--- config.mk ---
export PLATFORM = sky130hd
export DESIGN_NAME = apu_frame_sequencer_flat
export DESIGN_NICKNAME = d
export VERILOG_FILES = /design/src/rtl/apu_pkg.sv /design/src/rtl/apu_frame_sequencer_if.sv /design/src/rtl/apu_frame_sequencer_fc_write_delay.sv /design/src/rtl/apu_frame_sequencer.sv /design/src/flat_wrapper.sv
export SDC_FILE = /design/constraint.sdc
export NUM_CORES = 1
export LEC_CHECK = 0
export ABC_CLOCK_PERIOD_IN_PS = 2400
export CAP_MARGIN = 20
export CORE_ASPECT_RATIO = 0.6
export CORE_MARGIN = 2
export CORE_UTILIZATION = 50
export CTS_BUF_LIST = sky130_fd_sc_hd__clkbuf_4
export DETAILED_ROUTE_END_ITERATION = 7
export GPL_TIMING_DRIVEN = 0
export PLACE_DENSITY_LB_ADDON = 0.15
export SETUP_SLACK_MARGIN = 0.4
export SYNTH_ARGS = -nofsm -noshare
export SYNTH_HDL_FRONTEND = slang
export SYNTH_SLANG_ARGS = --single-unit
--- constraint.sdc ---
create_clock -name clk -period 2.4 [get_ports clk]
set_clock_uncertainty 0.1 [all_clocks]
set_input_delay 0.36 -clock clk [delete_from_list [all_inputs] [get_ports clk]]
set_output_delay 0.36 -clock clk [all_outputs]
set_load 0.03 [all_outputs]
--- src/rtl/apu_pkg.sv ---
// Shared definitions for the APU frame sequencer: default step timing,
// frame-mode and write-pipeline enums, and $4017 bit positions.
package apu_pkg;

  localparam int unsigned STEP1_DEF    = 7457;
  localparam int unsigned STEP2_DEF    = 14913;
  localparam int unsigned STEP3_DEF    = 22371;
  localparam int unsigned STEP4_DEF    = 29829;
  localparam int unsigned STEP5_DEF    = 37281;
  localparam int unsigned WR_DELAY_DEF = 3;
  localparam int unsigned CNT_W_DEF    = 16;

  localparam int unsigned FC_MODE_BIT    = 7;
  localparam int unsigned FC_IRQ_INH_BIT = 6;

  typedef enum logic {
    FOUR_STEP = 1'b0,
    FIVE_STEP = 1'b1
  } frame_mode_e;

  typedef enum logic [1:0] {
    IDLE  = 2'd0,
    PEND  = 2'd1,
    APPLY = 2'd2
  } wr_state_e;

  // Steps must be strictly increasing and representable in the counter width.
  function automatic bit steps_ok(input int unsigned s1, input int unsigned s2,
                                  input int unsigned s3, input int unsigned s4,
                                  input int unsigned s5, input int unsigned w);
    longint unsigned lim;
    lim = (w >= 32) ? 64'h1_0000_0000 : (64'd1 << w);
    return (s1 < s2) && (s2 < s3) && (s3 < s4) && (s4 < s5) &&
           (longint'(s5) < lim);
  endfunction

endpackage

--- src/rtl/apu_frame_sequencer_if.sv ---
// CPU-register and channel-strobe bundle of the frame sequencer, plus
// debug visibility of the frame counter and write-pipeline state.
interface apu_frame_sequencer_if
  import apu_pkg::*;
#(
  parameter int unsigned CNT_W = CNT_W_DEF
);

  // Protocol: fc_wr and status_rd are single-cycle strobes with no ready;
  // fc_wdata is only meaningful while fc_wr is high. quarter_frame and
  // half_frame are single-cycle pulses, frame_irq and mode are levels.
  logic             fc_wr;
  logic [7:0]       fc_wdata;
  logic             status_rd;
  logic             quarter_frame;
  logic             half_frame;
  logic             frame_irq;
  logic             mode;
  logic [CNT_W-1:0] frame_cnt;
  wr_state_e        wr_state;

  modport master (
    output fc_wr,
    output fc_wdata,
    output status_rd,
    input  quarter_frame,
    input  half_frame,
    input  frame_irq,
    input  mode,
    input  frame_cnt,
    input  wr_state
  );

  modport slave (
    input  fc_wr,
    input  fc_wdata,
    input  status_rd,
    output quarter_frame,
    output half_frame,
    output frame_irq,
    output mode,
    output frame_cnt,
    output wr_state
  );

endinterface

--- src/rtl/apu_frame_sequencer_fc_write_delay.sv ---
// $4017 write pipeline: latches the requested mode and counts down the
// write delay, then emits a one-cycle apply strobe with the new mode.
module fc_write_delay
  import apu_pkg::*;
#(
  parameter int unsigned WR_DELAY = WR_DELAY_DEF
) (
  input  logic        clk,
  input  logic        reset_n,
  input  logic        wr,
  input  logic        wr_mode,
  output logic        apply,
  output frame_mode_e new_mode,
  output wr_state_e   state
);

  localparam int unsigned DLY_W = (WR_DELAY < 3) ? 2 : $clog2(WR_DELAY + 1);
  localparam bit          SHORT = (WR_DELAY <= 1);

  logic [DLY_W-1:0] delay;

  // apply is raised on the transition into APPLY so the top acts on it at
  // exactly WR_DELAY edges after the write; a new write always restarts.
  always_ff @(posedge clk or negedge reset_n) begin
    if (!reset_n) begin
      state    <= IDLE;
      delay    <= '0;
      apply    <= 1'b0;
      new_mode <= FOUR_STEP;
    end else begin
      apply <= 1'b0;
      if (wr) begin
        new_mode <= frame_mode_e'(wr_mode);
        delay    <= DLY_W'(WR_DELAY);
        if (SHORT) begin
          state <= APPLY;
          apply <= 1'b1;
        end else begin
          state <= PEND;
        end
      end else begin
        case (state)
          PEND: begin
            delay <= delay - DLY_W'(1);
            if (delay == DLY_W'(2)) begin
              state <= APPLY;
              apply <= 1'b1;
            end
          end
          APPLY: begin
            state <= IDLE;
            delay <= '0;
          end
          default: begin
            state <= IDLE;
            delay <= '0;
          end
        endcase
      end
    end
  end

endmodule

--- src/rtl/apu_frame_sequencer.sv ---
// APU frame counter: quarter/half-frame strobes, 4/5-step modes, frame IRQ.
// Build option: define FRAME_SEQ_IRQ_EN to implement the frame IRQ logic.
module apu_frame_sequencer
  import apu_pkg::*;
#(
  parameter int unsigned STEP1    = STEP1_DEF,
  parameter int unsigned STEP2    = STEP2_DEF,
  parameter int unsigned STEP3    = STEP3_DEF,
  parameter int unsigned STEP4    = STEP4_DEF,
  parameter int unsigned STEP5    = STEP5_DEF,
  parameter int unsigned WR_DELAY = WR_DELAY_DEF,
  parameter int unsigned CNT_W    = CNT_W_DEF
) (
  input  logic                 clk,
  input  logic                 reset_n,
  apu_frame_sequencer_if.slave bus
);

  if (!steps_ok(STEP1, STEP2, STEP3, STEP4, STEP5, CNT_W) || (WR_DELAY < 1))
  begin : g_cfg_check
    $error("apu_frame_sequencer: steps must increase strictly and fit CNT_W; WR_DELAY >= 1");
  end

  localparam logic [CNT_W-1:0] S1 = CNT_W'(STEP1);
  localparam logic [CNT_W-1:0] S2 = CNT_W'(STEP2);
  localparam logic [CNT_W-1:0] S3 = CNT_W'(STEP3);
  localparam logic [CNT_W-1:0] S4 = CNT_W'(STEP4);
  localparam logic [CNT_W-1:0] S5 = CNT_W'(STEP5);

  logic [CNT_W-1:0] cnt;
  frame_mode_e      mode_q;
  logic             quarter_q;
  logic             half_q;
  logic             step_q;
  logic             step_h;
  logic             wrap;
  logic             apply;
  frame_mode_e      new_mode;
  wr_state_e        wr_state;

  fc_write_delay #(
    .WR_DELAY (WR_DELAY)
  ) u_wr_delay (
    .clk      (clk),
    .reset_n  (reset_n),
    .wr       (bus.fc_wr),
    .wr_mode  (bus.fc_wdata[FC_MODE_BIT]),
    .apply    (apply),
    .new_mode (new_mode),
    .state    (wr_state)
  );

  always_comb begin
    step_q = 1'b0;
    step_h = 1'b0;
    wrap   = 1'b0;
    if (cnt == S1 || cnt == S3) begin
      step_q = 1'b1;
    end
    if (cnt == S2) begin
      step_q = 1'b1;
      step_h = 1'b1;
    end
    if (cnt == S4 && mode_q == FOUR_STEP) begin
      step_q = 1'b1;
      step_h = 1'b1;
      wrap   = 1'b1;
    end
    if (cnt == S5 && mode_q == FIVE_STEP) begin
      step_q = 1'b1;
      step_h = 1'b1;
      wrap   = 1'b1;
    end
  end

  // An apply overrides any step match in the same cycle, so the strobes
  // carry at most one pulse pair: the one implied by the new mode.
  always_ff @(posedge clk or negedge reset_n) begin
    if (!reset_n) begin
      cnt       <= '0;
      mode_q    <= FOUR_STEP;
      quarter_q <= 1'b0;
      half_q    <= 1'b0;
    end else if (apply) begin
      cnt       <= '0;
      mode_q    <= new_mode;
      quarter_q <= (new_mode == FIVE_STEP);
      half_q    <= (new_mode == FIVE_STEP);
    end else begin
      cnt       <= wrap ? '0 : cnt + CNT_W'(1);
      quarter_q <= step_q;
      half_q    <= step_h;
    end
  end

`ifdef FRAME_SEQ_IRQ_EN
  logic irq_q;
  logic irq_inhibit;
  logic irq_hit;
  logic irq_clr;
  logic unused_wdata;

  assign irq_hit      = (cnt == S4) && (mode_q == FOUR_STEP) && !irq_inhibit;
  assign irq_clr      = bus.status_rd || (bus.fc_wr && bus.fc_wdata[FC_IRQ_INH_BIT]);
  assign unused_wdata = ^bus.fc_wdata[5:0];

  // Set has priority over a coincident clear.
  always_ff @(posedge clk or negedge reset_n) begin
    if (!reset_n) begin
      irq_q       <= 1'b0;
      irq_inhibit <= 1'b0;
    end else begin
      if (bus.fc_wr) begin
        irq_inhibit <= bus.fc_wdata[FC_IRQ_INH_BIT];
      end
      if (irq_hit) begin
        irq_q <= 1'b1;
      end else if (irq_clr) begin
        irq_q <= 1'b0;
      end
    end
  end

  assign bus.frame_irq = irq_q;
`else
  logic unused_irq_inputs;

  assign unused_irq_inputs = ^{bus.fc_wdata[FC_IRQ_INH_BIT], bus.fc_wdata[5:0], bus.status_rd};
  assign bus.frame_irq     = 1'b0;
`endif

  assign bus.quarter_frame = quarter_q;
  assign bus.half_frame    = half_q;
  assign bus.mode          = mode_q;
  assign bus.frame_cnt     = cnt;
  assign bus.wr_state      = wr_state;

endmodule

--- src/flat_wrapper.sv ---
// flat-port wrapper written by rule: the top's interface ports become plain ports
module apu_frame_sequencer_flat import apu_pkg::*;
#(
  parameter int unsigned STEP1    = STEP1_DEF,
  parameter int unsigned STEP2    = STEP2_DEF,
  parameter int unsigned STEP3    = STEP3_DEF,
  parameter int unsigned STEP4    = STEP4_DEF,
  parameter int unsigned STEP5    = STEP5_DEF,
  parameter int unsigned WR_DELAY = WR_DELAY_DEF,
  parameter int unsigned CNT_W    = CNT_W_DEF
)
  (clk, reset_n, bus_fc_wr, bus_fc_wdata, bus_status_rd, bus_quarter_frame, bus_half_frame, bus_frame_irq, bus_mode, bus_frame_cnt, bus_wr_state);
  apu_frame_sequencer_if #(.CNT_W(CNT_W)) bus_i ();
  input  logic clk;
  input  logic reset_n;
  input wire logic [$bits(bus_i.fc_wr)-1:0] bus_fc_wr;
  input wire logic [$bits(bus_i.fc_wdata)-1:0] bus_fc_wdata;
  input wire logic [$bits(bus_i.status_rd)-1:0] bus_status_rd;
  output wire logic [$bits(bus_i.quarter_frame)-1:0] bus_quarter_frame;
  output wire logic [$bits(bus_i.half_frame)-1:0] bus_half_frame;
  output wire logic [$bits(bus_i.frame_irq)-1:0] bus_frame_irq;
  output wire logic [$bits(bus_i.mode)-1:0] bus_mode;
  output wire logic [$bits(bus_i.frame_cnt)-1:0] bus_frame_cnt;
  output wire logic [$bits(bus_i.wr_state)-1:0] bus_wr_state;
  assign bus_i.fc_wr = bus_fc_wr;
  assign bus_i.fc_wdata = bus_fc_wdata;
  assign bus_i.status_rd = bus_status_rd;
  assign bus_quarter_frame = bus_i.quarter_frame;
  assign bus_half_frame = bus_i.half_frame;
  assign bus_frame_irq = bus_i.frame_irq;
  assign bus_mode = bus_i.mode;
  assign bus_frame_cnt = bus_i.frame_cnt;
  assign bus_wr_state = bus_i.wr_state;
  apu_frame_sequencer #(.STEP1(STEP1), .STEP2(STEP2), .STEP3(STEP3), .STEP4(STEP4), .STEP5(STEP5), .WR_DELAY(WR_DELAY), .CNT_W(CNT_W)) u_core (.clk(clk), .reset_n(reset_n), .bus(bus_i));
endmodule
==> flow_metrics.tcl, run 1 <==
set metrics [dict create \
    antenna_cells 0 \
    ant_nets 0 \
    reg2reg_from "u_core.bus.frame_cnt[2]$_DFF_PN0_" \
    outcome "finished clean" \
    crit_start "u_core.bus.frame_cnt[2]$_DFF_PN0_" \
    synth_warnings 0 \
    reg2reg_slack_ns 0.46 \
    slew_viol_final 0 \
    p_leak_uw 0.000804 \
    worstSetupEndpointType "register" \
    hp-class "in -> async" \
    cts.hold.buffers_added 0 \
    post-place-ws_ns 0.359 \
    clk_latency_ns 0.33 \
    multi_input_area_sq_um 671 \
    clockRootBuffer "clkbuf_4" \
    grt_use_total_pct 20.4 \
    drc 0 \
    max_slew.worst_pin.slew_ns 0.606 \
    path_class "reg -> reg" \
    synth_cell_types 42 \
    layout.cells.non_filler 193 \
    numClockSinks 25 \
    clk_pin_slew_worst_paths_ns 0.14 \
    setup_slack_ns 0.460 \
    ir_worst_vdd_uv 587 \
    fin_crit_ns 1.94 \
    die_y_um 44.2 \
    arrival_ns 2.04 \
    hold_violations 0 \
    wl_per_cell_um 16.3 \
    gp_congestion 0.913 \
    yosysSeqAreaShare_pct 46.5 \
    synth_cells 129 \
    via_count 1145 \
    power_uw 1250 \
    clock.fmax_ghz 0.516 \
    cts_max_level 1 \
    viasPerCell 5.93 \
    overflow 0 \
    cp-start-kind "register" \
    fillers 206 \
    dieArea_sq_um 3130 \
    mostFrequentLayoutCells "dfrtp_1 (25), nor3_1 (18), clkdlybuf4s50_1 (10)" \
    place_hpwl_um 2250 \
    drt_iter0_markers 168 \
    path_max_fanout 10 \
    numCtsBuffers 3 \
    synth_seq_cells 25 \
    reg2regPathDepth 6 \
    io_buffers 24 \
    final_nets 177 \
    grt_pass1_vias 973 \
    cp.required_ns 2.50 \
    power.density_nw_per_um2 729 \
    drt_pass1_iterations 4 \
    rr_endpoint "u_core.bus.frame_cnt[7]$_DFF_PN0_" \
    fin_setup_tns_ns 0 \
    syn-num-nets 144 \
    dpl_cell_area_sq_um 1630 \
    start_util_pct 53.3 \
    regArea_sq_um 626 \
    routed_wl_um 3150 \
    fp.dieW_um 71.0 \
    io_pins 34 \
    maxCapViolations 0 \
    grt_pass1_wl_um 4910 \
    drive_gt1_share_pct 14.3 \
    maxSlewHeadroom_pct 59.4 \
    clockBufferDepth 2 \
    rows 14 \
    dp.cells 185 \
    antenna_found_initial 0 \
    grt_max_degree 26 \
    rsz0062_at_grt "no" \
    fin_crit_sh_pct 80.8 \
    syn_area_sq_um 1350 \
    syn_avg_cell_area_sq_um 10.4 \
    final_common_cell "dfrtp_1" \
    setup_viol 0 \
    finalInstanceArea_sq_um 1710 \
    area_growth_pct 27.4 \
    cts_tree "built" \
    core-area_sq_um 2520 \
]
kinds of logic (layout without fill, tap and decap cells):
| kind of cell | after synthesis | in the layout | share of synthesized area (%) |
|---|---|---|---|
| buffers and inverters | 13 | 45 | 5.02 |
| flip-flops | 25 | 25 | 46.5 |
| AND/OR/NAND/NOR | 60 | 60 | 27.6 |
| AO/OA/AOI/OAI | 14 | 14 | 9.12 |
| XOR/XNOR | 12 | 12 | 7.81 |
| other | 1 | 1 | 0.279 |
| multiplexers | 1 | 1 | 0.837 |
| adder cells (fa/ha/maj) | 3 | 3 | 2.79 |
registers in the layout, summed over array words and instances, names as in the netlist:
register / flops
u_core.bus.quarter_frame: 1
u_core.u_wr_delay.apply: 1
u_core.u_wr_delay.new_mode: 1
u_core.u_wr_delay.state: 2
u_core.u_wr_delay.delay: 2
u_core.bus.mode: 1
u_core.bus.frame_cnt: 16
u_core.bus.half_frame: 1
report_power, final:
| group | total (uW) | internal (uW) | leakage [uW] | switching [uW] |
|---|---|---|---|---|
| combinational | 489 | 201 | 0.000461 | 288 |
| sequential | 565 | 489 | 0.000326 | 76.1 |
| clock | 195 | 62.7 | 0.0000177 | 132 |
metrics by stage:
stage          utilization (%)  hold WS, ns
4_1_cts                   65.4        0.389
5_1_grt                   68.0        0.317
2_1_floorplan                -      -0.0356
3_3_place_gp              64.4        0.343
6_report                  68.0        0.290
3_5_place_dp              64.4        0.370
worst max-delay path, stage by stage (launching register included):
cell and delay (ns):
dfrtp_1 0.40, buf_2 0.18, nor4bb_2 0.39, nand4_1 0.23
a21oi_4 0.25, buf_4 0.21, nor3_1 0.07
synth_stat cells, drive strengths merged:
master | count | area [sq um]
a211oi | 2 | 20.0
a21oi | 1 | 16.3
a2bb2oi | 1 | 8.76
and3 | 2 | 17.5
and4 | 2 | 20.0
buf | 4 | 23.8
clkbuf | 2 | 17.5
conb | 1 | 3.75
dfrtp | 25 | 626
ha | 3 | 37.5
inv | 7 | 26.3
mux2 | 1 | 11.3
nand2 | 7 | 26.3
nand2b | 1 | 6.26
nand3 | 6 | 42.5
nand3b | 1 | 7.51
nand4 | 7 | 43.8
nor2 | 4 | 15.0
nor3 | 18 | 90.1
nor3b | 4 | 35.0
nor4 | 2 | 12.5
nor4bb | 2 | 20.0
o2111ai | 2 | 17.5
o211a | 1 | 10.0
o211ai | 1 | 7.51
o21ai | 1 | 5.00
o21bai | 3 | 22.5
o31ai | 2 | 15.0
or3 | 1 | 6.26
or4 | 2 | 18.8
or4b | 1 | 10.0
xnor2 | 7 | 61.3
xor2 | 5 | 43.8
worst max-delay path by stage:
stage                                         end
6_report        u_core.bus.frame_cnt[7]$_DFF_PN0_
3_5_place_dp    u_core.bus.frame_cnt[6]$_DFF_PN0_
2_1_floorplan  u_core.bus.frame_cnt[15]$_DFF_PN0_
5_1_grt        u_core.bus.frame_cnt[12]$_DFF_PN0_
3_3_place_gp    u_core.bus.frame_cnt[6]$_DFF_PN0_
4_1_cts                         bus_frame_cnt[13]
what timing repair did:
item | in CTS | in global routing
endpoints found under the hold margin | 0 | 0
resized for setup | 9 | 8
pin swaps | 0 | 1
buffers inserted | 0 | 3
gates cloned | 0 | 0
setup endpoints to repair | 18 | 16
cell type report:
cell class,count,area share [%]
repair buffers,28,16.5
plain buffers,6,2.41
clock inverters,1,0.292
multi-input cells,91,39.1
inverters,7,1.53
well taps,32,2.34
clock buffers,3,1.31
flip-flops and latches,25,36.5
routing by layer:
| metal | GRT usage [%] | wire length (um) | vias to the layer above |
|---|---|---|---|
| met4 | 4.15 | 23 | 0 |
| met2 | 28.4 | 1390 | 57 |
| met3 | 5.69 | 281 | 4 |
| met1 | 31.9 | 1460 | 542 |
| li1 | - | - | 542 |
| met5 | 0 | 0 | - |
Note: power is estimated with default switching activity, not from simulation.
==> run 2, diff against run 1 <==
--- a/config.mk
+++ b/config.mk
@@ -5,7 +5,7 @@
 export SDC_FILE = /design/constraint.sdc
 export NUM_CORES = 1
 export LEC_CHECK = 0
-export ABC_CLOCK_PERIOD_IN_PS = 2400
+export ABC_CLOCK_PERIOD_IN_PS = 1900
 export CAP_MARGIN = 20
 export CORE_ASPECT_RATIO = 0.6
 export CORE_MARGIN = 2
==> constraint.sdc (replaced) <==
create_clock -name clk -period 1.9 [get_ports clk]
set_clock_uncertainty 0.1 [all_clocks]
set_input_delay 0.285 -clock clk [delete_from_list [all_inputs] [get_ports clk]]
set_output_delay 0.285 -clock clk [all_outputs]
set_load 0.03 [all_outputs]
==> run 2 against run 1 <==
Power grew 44%. Die area unchanged. Flip-flop and latch count is the same. Combinational power is 66% higher. Clock power rose by 31%. Core utilization increased by 9.1 points. Highest routed layer unchanged. Hold slack worse by 0.094 ns. Via count rose by 11%. Cell area up 13%. Sequential share of layout area shrank 3.3 points.
==> flow_metrics.tcl, run 2 (synthesis gave the netlist of run 1 again) <==
set metrics [dict create \
    outcome "finished clean" \
    die_y_um 44.2 \
    drive_gt1_share_pct 48.4 \
    core-area_sq_um 2520 \
    antenna_found_initial 0 \
    gp_congestion 0.800 \
    final_common_cell "buf_4" \
    clockBufferDepth 2 \
    io_buffers 24 \
    clk_latency_ns 0.33 \
    hold_violations 0 \
    maxSlewHeadroom_pct 61.5 \
    setup_viol 0 \
    fp.dieW_um 71.0 \
    ir_worst_vdd_uv 393 \
    start_util_pct 53.3 \
    grt_max_degree 26 \
    path_max_fanout 5 \
    clock.fmax_ghz 0.559 \
    grt_pass1_wl_um 6040 \
    slew_viol_final 0 \
    cts.hold.buffers_added 0 \
    grt_use_total_pct 25.6 \
    path_class "reg -> reg" \
    rows 14 \
    hp-class "in -> async" \
    max_stage_delay_ns 0.47 \
    clockRootBuffer "clkbuf_4" \
    numClockSinks 25 \
    place_hpwl_um 2380 \
    mostFrequentLayoutCells "buf_4 (22), nor3_1 (15), dfrtp_2 (15)" \
    arrival_ns 1.90 \
    largest_reg_flops 16 \
    overflow 0 \
    max_slew.worst_pin.slew_ns 0.575 \
    final_nets 198 \
    io_pins 34 \
    fin_crit_sh_pct 94.2 \
    via_count 1267 \
    fillers 163 \
    fin_crit_ns 1.79 \
    dieArea_sq_um 3130 \
    rsz0062_at_grt "yes" \
    viasPerCell 5.92 \
    antenna_cells 0 \
    drt_pass1_iterations 4 \
    ant_nets 0 \
    numCtsBuffers 3 \
    worstSetupEndpointType "register" \
    clk_pin_slew_worst_paths_ns 0.15 \
    p_leak_uw 0.000809 \
    cp-start-kind "register" \
    drt_iter0_markers 94 \
    fin_setup_tns_ns 0 \
    critPathTopFamily "flip-flops" \
    drc 0 \
    cts_tree "built" \
    cp_num_buf_inv 2 \
    cpMaxStageDelayCell "dfrtp_2" \
    cts_max_level 1 \
    power_uw 1800 \
    power.density_nw_per_um2 928 \
    routed_wl_um 3860 \
    cp.required_ns 2.01 \
    area_growth_pct 44.5 \
    grt_pass1_vias 1250 \
    crit_chain "inv_2 > ha_4 > and4_1 > nand4_1 > a21oi_4 > buf_4 > nor3_1" \
    maxCapViolations 0 \
    wl_per_cell_um 18.0 \
]
run 2: changes by cell type in the layout (fill, tap and decap cells not counted), moves of 3 or more:
cell	change
buf_2	+4
buf_4	+17
buf_6	+11
clkbuf_2	+6
clkdlybuf4s15_2	+4
clkdlybuf4s50_1	-7
dfrtp_1	-15
dfrtp_2	+15
dlygate4sd2_1	-6
dlymetal6s2s_1	-6
nor3_1	-3
nor3_2	+3
run 2: metrics by stage:
step	hold slack [ns]	util [%]	cells	setup WS, ns	area, sq um
3_5_place_dp	0.349	66.8	185	-0.0200	1690
4_1_cts	0.368	73.9	205	0.137	1860
3_3_place_gp	0.346	66.8	185	0.0843	1690
2_1_floorplan	-0.111	-	129	0.134	1410
6_report	0.196	77.0	214	0.110	1940
5_1_grt	0.230	77.0	214	0.0412	1940
run 2: worst paths after layout:
check	start	end	slack [ns]	cells past startpoint
min in group clk	u_core.u_wr_delay.delay[0]$_DFF_PN0_	u_core.u_wr_delay.delay[0]$_DFF_PN0_	0.37	1
max in group asynchronous	reset_n	u_core.bus.frame_cnt[3]$_DFF_PN0_	0.99	2
setup reg to reg	u_core.bus.frame_cnt[1]$_DFF_PN0_	u_core.bus.frame_cnt[3]$_DFF_PN0_	0.11	7
setup / recovery	u_core.bus.frame_cnt[1]$_DFF_PN0_	u_core.bus.frame_cnt[3]$_DFF_PN0_	0.11	7
hold / removal	reset_n	u_core.u_wr_delay.delay[0]$_DFF_PN0_	0.20	1
hold reg to reg	u_core.u_wr_delay.delay[0]$_DFF_PN0_	u_core.u_wr_delay.delay[0]$_DFF_PN0_	0.37	1
run 2: final cells by class:
type                    count  area [sq um]  area share (%)
repair buffers             49           412            21.2
inverters                   7          26.3            1.35
flip-flops and latches     25           644            33.2
well taps                  32          40.0            2.06
plain buffers               6          53.8            2.77
clock buffers               3          22.5            1.16
multi-input cells          91           737            37.9
clock inverters             1          7.51           0.386
run 2: repair_timing:
item / in CTS / in global routing
endpoints found under the setup margin: 40 / 38
setup buffers: 16 / 8
pin swaps: 2 / 3
resized for setup: 74 / 38
run 2: routing by layer:
| metal | up-vias | GRT usage (%) | routed length [um] |
|---|---|---|---|
| met3 | 11 | 5.47 | 283 |
| met2 | 49 | 43.7 | 1910 |
| met1 | 633 | 34.2 | 1590 |
| met4 | 0 | 6.42 | 77 |
| li1 | 574 | - | - |
| met5 | - | 0 | 0 |
run 2: power breakdown:
part           total, uW  leakage, uW  switching (uW)  internal [uW]
combinational        811     0.000491             453            358
clock                255    0.0000139             175           80.6
sequential           736     0.000303             104            632
total               1800     0.000809             732           1070
==> run 3, diff against run 2 <==
--- a/config.mk
+++ b/config.mk
@@ -9,7 +9,7 @@
 export CAP_MARGIN = 20
 export CORE_ASPECT_RATIO = 0.6
 export CORE_MARGIN = 2
-export CORE_UTILIZATION = 50
+export CORE_UTILIZATION = 35
 export CTS_BUF_LIST = sky130_fd_sc_hd__clkbuf_4
 export DETAILED_ROUTE_END_ITERATION = 7
 export GPL_TIMING_DRIVEN = 0
==> run 3 against run 2 <==
Clock-buffer cell count increased by 1. Critical path depth fell by 1. Sequential power up 1%. Via count shrank 5.7%. Power decreased by 3.2%.
==> flow_metrics.tcl, run 3 (synthesis gave the netlist of run 1 again) <==
set metrics [dict create \
    final_common_cell "buf_4" \
    clk_latency_ns 0.33 \
    cts_max_level 1 \
    grt_use_total_pct 18.1 \
    mostFrequentLayoutCells "buf_4 (24), nor3_1 (17), dfrtp_2 (16)" \
    fin_crit_sh_pct 97.5 \
    fin_setup_tns_ns 0 \
    wl_per_cell_um 16.4 \
    grt_pass1_vias 1169 \
    clk_pin_slew_worst_paths_ns 0.14 \
    cpMaxStageDelayCell "dfrtp_2" \
    rsz0062_at_grt "yes" \
    layout.cells.non_filler 230 \
    via_count 1195 \
    viasPerCell 5.20 \
    slew_viol_final 0 \
    worstSetupEndpointType "register" \
    core-area_sq_um 3680 \
    fin_crit_ns 1.85 \
    clockRootBuffer "clkbuf_4" \
    post-place-ws_ns 0.0225 \
    p_leak_uw 0.000821 \
    ant_nets 0 \
    start_util_pct 36.6 \
    path_class "reg -> reg" \
    area_growth_pct 43.0 \
    hold_violations 0 \
    numCtsBuffers 3 \
    place_hpwl_um 2420 \
    dp.cells 200 \
    drive_gt1_share_pct 47.5 \
    ir_worst_vdd_uv 701 \
    use_met3_pct 4.44 \
    clock.fmax_ghz 0.540 \
    grt_max_degree 26 \
    setup_viol 0 \
    io_buffers 24 \
    cts_tree "built" \
    power.density_nw_per_um2 908 \
    cp.required_ns 2.02 \
    worst_hold_slack_ns 0.227 \
    critPathTopFamily "simple AND/OR/NAND/NOR gates" \
    io_pins 34 \
    outcome "finished clean" \
    arrival_ns 1.97 \
    cp-start-kind "register" \
    path_max_fanout 5 \
    gp_congestion 0.802 \
    routed_wl_um 3780 \
    antenna_cells 0 \
    maxSlewHeadroom_pct 58.9 \
    drc 0 \
    finalInstanceArea_sq_um 1920 \
    die_y_um 52.0 \
    cts.hold.buffers_added 0 \
    fp.dieW_um 84.0 \
    final_nets 199 \
    overflow 0 \
    setup_slack_ns 0.0472 \
    grt.met2_usage_pct 29.4 \
    maxCapViolations 0 \
    clockBufferDepth 2 \
    grt_pass1_wl_um 6070 \
    drt_pass1_iterations 4 \
    use_met1_pct 24.5 \
    rows 17 \
    drt_iter0_markers 52 \
    max_slew.worst_pin.slew_ns 0.615 \
    numClockSinks 25 \
    cp_num_buf_inv 2 \
    dpl_cell_area_sq_um 1700 \
    max_stage_delay_ns 0.43 \
    largest_reg_flops 16 \
    grt.busiest_layer "met2" \
    crit_chain "buf_6 > nor4bb_4 > nand4_1 > a21oi_4 > buf_4 > nor3_1" \
    hp-class "in -> async" \
    antenna_found_initial 0 \
    dieArea_sq_um 4370 \
]
==> run 3: layer usage <==
layer,share of wire (%),up-vias
li1,-,578
met1,47,589
met2,47,24
met3,4.7,4
met4,0.95,0
met5,0,-
==> run 3: final timing paths <==
kind                                                       from                                    to  slack [ns]  cells past startpoint
max in group asynchronous                               reset_n    u_core.bus.frame_cnt[13]$_DFF_PN0_        0.96                      2
max                           u_core.bus.frame_cnt[2]$_DFF_PN0_     u_core.bus.frame_cnt[7]$_DFF_PN0_        0.05                      6
max reg2reg                   u_core.bus.frame_cnt[2]$_DFF_PN0_     u_core.bus.frame_cnt[7]$_DFF_PN0_        0.05                      6
min in group clk           u_core.u_wr_delay.delay[0]$_DFF_PN0_  u_core.u_wr_delay.delay[0]$_DFF_PN0_        0.39                      1
min reg2reg                u_core.u_wr_delay.delay[0]$_DFF_PN0_  u_core.u_wr_delay.delay[0]$_DFF_PN0_        0.39                      1
min                                                     reset_n     u_core.bus.frame_cnt[0]$_DFF_PN0_        0.23                      1
==> run 3: layout make-up <==
class                           instances  area, sq um
Fill cell                             339         1760
Multi-Input combinational cell         91          714
Sequential cell                        25          646
Timing Repair Buffer                   50          394
Tap cell                               47         58.8
Buffer                                  6         53.8
Clock buffer                            4         30.0
Inverter                                7         26.3
==> run 3: where the power goes <==
part	internal, uW	switching, uW	total [uW]
Combinational	315	424	739
Sequential	632	114	747
Clock	96.6	163	260
==> run 3: metrics by stage <==
stage          utilization, %  total power, uW
6_report                 52.3             1750
5_1_grt                  52.3             1840
4_1_cts                  50.4             1740
3_5_place_dp             46.3             1420
3_3_place_gp             46.3             1400
2_1_floorplan               -             1170
==> run 3: repair_timing <==
item / 4_1_cts / 5_1_grt
pin swaps: 2 / 1
endpoints found under the hold margin: 0 / 0
gates cloned: 0 / 1
endpoints found under the setup margin: 40 / 38
resized for setup: 73 / 45
setup buffers: 14 / 10
